## config.mk

```make
export PLATFORM = sky130hd
export DESIGN_NAME = sdram_arbiter
export DESIGN_NICKNAME = d
export VERILOG_FILES = /design/src/rtl/sdram_arbiter.sv
export SDC_FILE = /design/constraint.sdc
export NUM_CORES = 1
export LEC_CHECK = 0
export CORE_MARGIN = 1
export CORE_UTILIZATION = 35
export DETAILED_ROUTE_END_ITERATION = 12
export PLACE_DENSITY = 0.79
export SLEW_MARGIN = 25
export SYNTH_ARGS = -nofsm -noshare
export SYNTH_HDL_FRONTEND = slang
export SYNTH_SLANG_ARGS = --single-unit
export TNS_END_PERCENT = 5
```

## constraint.sdc

```tcl
create_clock -name clk_sys -period 2.5 [get_ports clk_sys]
set_clock_uncertainty 0.1 [all_clocks]
set_input_delay 0.5 -clock clk_sys [delete_from_list [all_inputs] [get_ports clk_sys]]
set_output_delay 0.5 -clock clk_sys [all_outputs]
set_load 0.01 [all_outputs]
```

## src/rtl/sdram_arbiter.sv

```systemverilog
// Shared SDRAM byte-port scheduler: four requesters (DMA, tape, FDC, CPU) are
// serialised into one sram command stream with fixed priority, CPU anti-starvation and timeout.
module sdram_arbiter #(
  parameter int AW           = 25,
  parameter int CPU_MAX_WAIT = 8,
  parameter int TIMEOUT      = 255
) (
  input  logic          clk_sys,
  input  logic          reset,
  input  logic          dma_req,
  input  logic          dma_we,
  input  logic [AW-1:0] dma_addr,
  input  logic [7:0]    dma_din,
  output logic          dma_ack,
  input  logic          tape_req,
  input  logic [AW-1:0] tape_addr,
  output logic          tape_ack,
  input  logic          fdd_req,
  input  logic [AW-1:0] fdd_addr,
  output logic          fdd_ack,
  input  logic          cpu_req,
  input  logic          cpu_we,
  input  logic [AW-1:0] cpu_addr,
  input  logic [7:0]    cpu_din,
  output logic          cpu_ack,
  output logic [7:0]    rdata,
  output logic [AW-1:0] mem_addr,
  output logic [7:0]    mem_din,
  output logic          mem_rd,
  output logic          mem_we,
  input  logic [7:0]    mem_dout,
  input  logic          mem_ready,
  output logic [1:0]    grant,
  output logic          busy,
  output logic          timeout_err
);

  localparam int WCW = (TIMEOUT < 2) ? 1 : $clog2(TIMEOUT + 1);
  localparam int CWW = (CPU_MAX_WAIT < 2) ? 1 : $clog2(CPU_MAX_WAIT + 1);
  localparam logic [WCW-1:0] TMO  = WCW'(TIMEOUT);
  localparam logic [CWW-1:0] CMAX = CWW'(CPU_MAX_WAIT);

  localparam logic [1:0] OWN_DMA  = 2'd0;
  localparam logic [1:0] OWN_TAPE = 2'd1;
  localparam logic [1:0] OWN_FDD  = 2'd2;
  localparam logic [1:0] OWN_CPU  = 2'd3;

  typedef enum logic [1:0] {S_IDLE, S_ISSUE, S_WAIT, S_DONE} state_t;

  typedef struct packed {
    logic [1:0]    owner;
    logic          we;
    logic [AW-1:0] addr;
    logic [7:0]    din;
  } acc_t;

  state_t         r_state, w_state_nxt;
  logic [WCW-1:0] r_wcnt;
  logic [CWW-1:0] r_cpu_wait;
  logic [3:0]     r_ack;
  logic [1:0]     r_grant;
  logic           r_we;
  logic [AW-1:0]  r_addr;
  logic [7:0]     r_din;
  logic [7:0]     r_rdata;
  logic           r_mem_rd, r_mem_we, r_busy, r_tmo_err;

  acc_t           w_pick;
  logic           w_any, w_promo, w_start, w_finish, w_tmo;
  logic           w_cpu_win, w_cpu_owned;

  assign w_any   = dma_req | tape_req | fdd_req | cpu_req;
  assign w_promo = (r_cpu_wait == CMAX);

  // DMA is never demoted; a starved CPU only jumps tape and fdd.
  always_comb begin
    w_pick = '0;
    if (dma_req) begin
      w_pick = '{owner: OWN_DMA, we: dma_we, addr: dma_addr, din: dma_din};
    end else if (cpu_req && w_promo) begin
      w_pick = '{owner: OWN_CPU, we: cpu_we, addr: cpu_addr, din: cpu_din};
    end else if (tape_req) begin
      w_pick = '{owner: OWN_TAPE, we: 1'b0, addr: tape_addr, din: 8'h00};
    end else if (fdd_req) begin
      w_pick = '{owner: OWN_FDD, we: 1'b0, addr: fdd_addr, din: 8'h00};
    end else if (cpu_req) begin
      w_pick = '{owner: OWN_CPU, we: cpu_we, addr: cpu_addr, din: cpu_din};
    end
  end

  always_comb begin
    w_state_nxt = r_state;
    w_start     = 1'b0;
    w_finish    = 1'b0;
    w_tmo       = 1'b0;
    case (r_state)
      S_IDLE: begin
        if (w_any && mem_ready) begin
          w_start     = 1'b1;
          w_state_nxt = S_ISSUE;
        end
      end
      S_ISSUE: w_state_nxt = S_WAIT;
      S_WAIT: begin
        // wcnt==0 is the arm cycle: the sram may not have dropped ready yet.
        if ((r_wcnt != '0) && mem_ready) begin
          w_finish    = 1'b1;
          w_state_nxt = S_DONE;
        end else if (r_wcnt == TMO) begin
          w_finish    = 1'b1;
          w_tmo       = 1'b1;
          w_state_nxt = S_DONE;
        end
      end
      S_DONE: w_state_nxt = S_IDLE;
      default: w_state_nxt = S_IDLE;
    endcase
  end

  assign w_cpu_win   = w_start && (w_pick.owner == OWN_CPU);
  assign w_cpu_owned = (r_state != S_IDLE) && (r_grant == OWN_CPU);

  always_ff @(posedge clk_sys) begin
    if (reset) begin
      r_state    <= S_IDLE;
      r_wcnt     <= '0;
      r_cpu_wait <= '0;
      r_ack      <= '0;
      r_grant    <= OWN_DMA;
      r_we       <= 1'b0;
      r_addr     <= '0;
      r_din      <= '0;
      r_rdata    <= '0;
      r_mem_rd   <= 1'b0;
      r_mem_we   <= 1'b0;
      r_busy     <= 1'b0;
      r_tmo_err  <= 1'b0;
    end else begin
      r_state  <= w_state_nxt;
      r_busy   <= (w_state_nxt != S_IDLE);
      r_mem_rd <= 1'b0;
      r_mem_we <= 1'b0;
      r_ack    <= '0;

      if (w_start) begin
        r_grant  <= w_pick.owner;
        r_we     <= w_pick.we;
        r_addr   <= w_pick.addr;
        r_din    <= w_pick.din;
        r_mem_rd <= ~w_pick.we;
        r_mem_we <= w_pick.we;
      end

      if (r_state == S_ISSUE) r_wcnt <= '0;
      else if (r_state == S_WAIT) r_wcnt <= r_wcnt + 1'b1;

      if (w_finish) begin
        r_ack[r_grant] <= 1'b1;
        if (w_tmo) begin
          r_rdata   <= 8'hFF;
          r_tmo_err <= 1'b1;
        end else if (!r_we) begin
          r_rdata <= mem_dout;
        end
      end

      if (!cpu_req || w_cpu_win) r_cpu_wait <= '0;
      else if (!w_cpu_owned && (r_cpu_wait != CMAX)) r_cpu_wait <= r_cpu_wait + 1'b1;
    end
  end

  assign dma_ack     = r_ack[OWN_DMA];
  assign tape_ack    = r_ack[OWN_TAPE];
  assign fdd_ack     = r_ack[OWN_FDD];
  assign cpu_ack     = r_ack[OWN_CPU];
  assign rdata       = r_rdata;
  assign mem_addr    = r_addr;
  assign mem_din     = r_din;
  assign mem_rd      = r_mem_rd;
  assign mem_we      = r_mem_we;
  assign grant       = r_grant;
  assign busy        = r_busy;
  assign timeout_err = r_tmo_err;

endmodule

```

==> summary.txt <==
Cells and area
  • Commonest non-fill, non-tap cells in the layout: clkdlybuf4s50_1 (181), dfxtp_1 (66), nand3_1 (28)
  • Commonest non-fill, non-tap cell in the layout: clkdlybuf4s50_1
  • Share of layout cells above drive strength 1: 0.108
  • Fin area: 5670 sq um
  • Synth-to-Final Area Change: 62.5%
  • Final #Nets: 674
  • Diodes inserted: 0

Synthesis
  • Largest family of logic cells by synthesized area: compound AO/OA/AOI/OAI gates
  • Synth Area in Simple Gates: 0.187
  • Post-synthesis cell type count: 51
  • Synth Register Bits: 66
  • Syn Inst Count: 362
  • Xor/xnor cell area share of the yosys netlist: 0.0226
  • Post-synth ARST share: 0
  • Sequential area share after synthesis: 0.378
  • Ys Warns: 0
  • Mapped Area: 3490 sq um
  • Ys flop type: dfxtp_1
  • Post-Synth Adder-Cell Area: 0.0287
  • Syn Area/Cell: 9.64 sq um
  • Compound-cell area share of the yosys netlist: 0.326
  • Post-synth EDFFs: 0
  • Mux share of post-synthesis cell area: 0.00573
  • Post-Syn Nets: 503

Timing
  • Rel. slew slack: 0.631
  • RSZ-0062 raised after global routing: no
  • Slew @ Worst Pin: 554 ps
  • Max Fclk: 471 MHz
  • Post-layout min period: roughly 2100 ps
  • Setup tns final: 0 ps
  • Final period util: 0.850
  • Final Hold Fails: 0
  • Post-layout worst setup margin: 375 ps
  • Final setup vio count: 0
  • Max-slew violation count: 0

Die
  • Die height: 102 um
  • Initial Util: 0.359
  • Die ar.: 10400 sq um
  • Io pins: 184
  • Row count: 36
  • Core Box Area: 9730 sq um
  • DIE WIDTH: 102 um

Power
  • VDD IR max: 0.317 mV
  • P_leak: 2.13 nW
  • Pwr/cell area: 630 nW/um^2

Critical path
  • Crit path cell chain: clkdlybuf4s50_1, or3b_1, nand2_2, buf_12, a22oi_1, o41ai_2
  • Worst Setup Start Kind: input port
  • CP top delay family: buffers and inverters
  • CP Data Arrival Time: about 2300 ps
  • CP Buf/Inv Count: 2
  • Crit path max-delay cell type: clkdlybuf4s50_1
  • Worst path max stage delay: ~580 ps
  • CP required: 2640 ps
  • CP Class: input port to flop
  • Critical-path maximum fanout: 16
  • Worst Setup End Kind: flop

Routing
  • Via count: approximately 3600
  • DRC Markers: 0
  • Vias per cell: 5.39
  • Final WL: 11.4 mm
  • 1st-iter DRT viols: 168
  • Antenna viol nets, final: 0
  • DRT Pass-1 Iters: 5
  • Wire per inst: 17.0 um

Clock network
  • TritonCTS Sinks: 66
  • Clk_lat worst skew: 330 ps
  • # resized after CTS: 0
  • TritonCTS Buffers: 9
  • CTS Root Buffer Type: clkbuf_8
  • H-Tree Depth: 3
  • Clk slew on worst S/H paths: 80 ps
  • Post-CTS setup buffers: 0
  • CTS Buffer Depth: 2
  • Hold buffers post-CTS: 0
  • CTS tree: done

Placement
  • GPL Wtd Cong: 0.837
  • Placed cell area: 5480 sq um
  • Buffers on Ports: between 150 and 200
  • Dpl ws: 40.9 ps
  • DP Wirelength: 8.62 mm

Min path
  • Min-Delay Path Class: flop to flop

Global routing
  • Initial antenna violation count: 0
  • GR Overflow Total: 0
  • Largest net degree at the start of global routing: 42
  • GRT Util Overall: 0.220
  • First-pass GRT wire length: 17.5 mm
  • Vias in the first global route: 3624

Outcome
  • Outcome: finished clean

Flow run
  • Max cap viols: 0
[Yosys cell counts (all sizes together) (2+ instances only)]
library cell | instances | share of area
dfxtp | 66 | 0.38
nor2b | 28 | 0.050
a21oi | 4 | 0.0068
nor2 | 26 | 0.028
a221o | 25 | 0.072
inv | 7 | 0.0075
o21ai | 2 | 0.0029
a211oi | 3 | 0.0065
nor3b | 2 | 0.0043
and2 | 2 | 0.0036
o211ai | 2 | 0.0043
o31ai | 2 | 0.0082
or2 | 2 | 0.0036
clkbuf | 23 | 0.025
and3 | 2 | 0.0036
nand3 | 28 | 0.040
o221a | 8 | 0.026
nand3b | 2 | 0.0043
nand2 | 8 | 0.0093
mux2i | 2 | 0.0057
ha | 8 | 0.029
buf | 13 | 0.020
o41ai | 25 | 0.10
nand4 | 2 | 0.0036
a22oi | 26 | 0.056
nor3 | 13 | 0.019
a221oi | 8 | 0.020
xor2 | 6 | 0.015
xnor2 | 3 | 0.0075
[per-layer routing]
| layer | vias up | global-route usage | wire (um) |
|---|---|---|---|
| met5 | - | 0 | 0 |
| met4 | 0 | 0.0956 | 249 |
| met3 | 20 | 0.0499 | 813 |
| met2 | 152 | 0.391 | 5750 |
| met1 | 1692 | 0.252 | 4610 |
| li1 | 1750 | - | - |
[registers in the layout, summed over array words and instances (netlist names), 2 cells and up]
signal,count
grant,2
mem_addr,25
mem_din,8
r_ack,4
r_cpu_wait,4
r_state,2
r_wcnt,8
rdata,8
[power breakdown]
group | switching [mW] | internal [mW]
clock network | 0.421 | 0.462
registers | 0.101 | 1.22
logic | 0.632 | 0.731
[worst paths after layout]
check / start / end / slack [ps] / cells past startpoint
worst max register to register: r_state[0] / rdata[4] / 430 / 5
worst min-delay path: mem_addr[22] / mem_addr[22] / 360 / 2
worst max-delay path: cpu_req / mem_addr[17] / 370 / 6
worst min register to register: mem_addr[22] / mem_addr[22] / 360 / 2
[cells by family after synthesis]
family	count (synthesis)
muxes	2
xor gates and xnor gates	9
DFF	66
adders and majority gates	8
and+or+nand+nor	122
buffers and inverters	43
AOI/OAI and AO/OA	112
[worst register-to-register path, delay by kind of cell, from the launching register on]
kind / cells / cell delay, ps
buffers and inverters: 1 / 130
and+or+nand+nor: 1 / 340
DFF: 1 / 330
AOI/OAI and AO/OA: 2 / 740
adders and majority gates: 1 / 370
[per-stage QoR]
stage	hold WS [ps]	util	power, mW	cells
after CTS	367	0.583	3.60	671
after floorplan	373	-	2.00	362
after global routing	386	0.583	3.78	671
final	364	0.583	3.57	671
after detailed placement	354	0.563	2.71	655
after global placement	350	0.563	2.66	655
[layout make-up]
type	instances	area (sq um)
sequential	66	1320
inverter	7	26.3
tap	133	166
timing repair buffer	196	1970
fill	846	4060
clock buffer	10	128
multi-input combinational	253	1990
clock inverter	6	67.6
No activity file was read; power rests on OpenSTA's default activity.
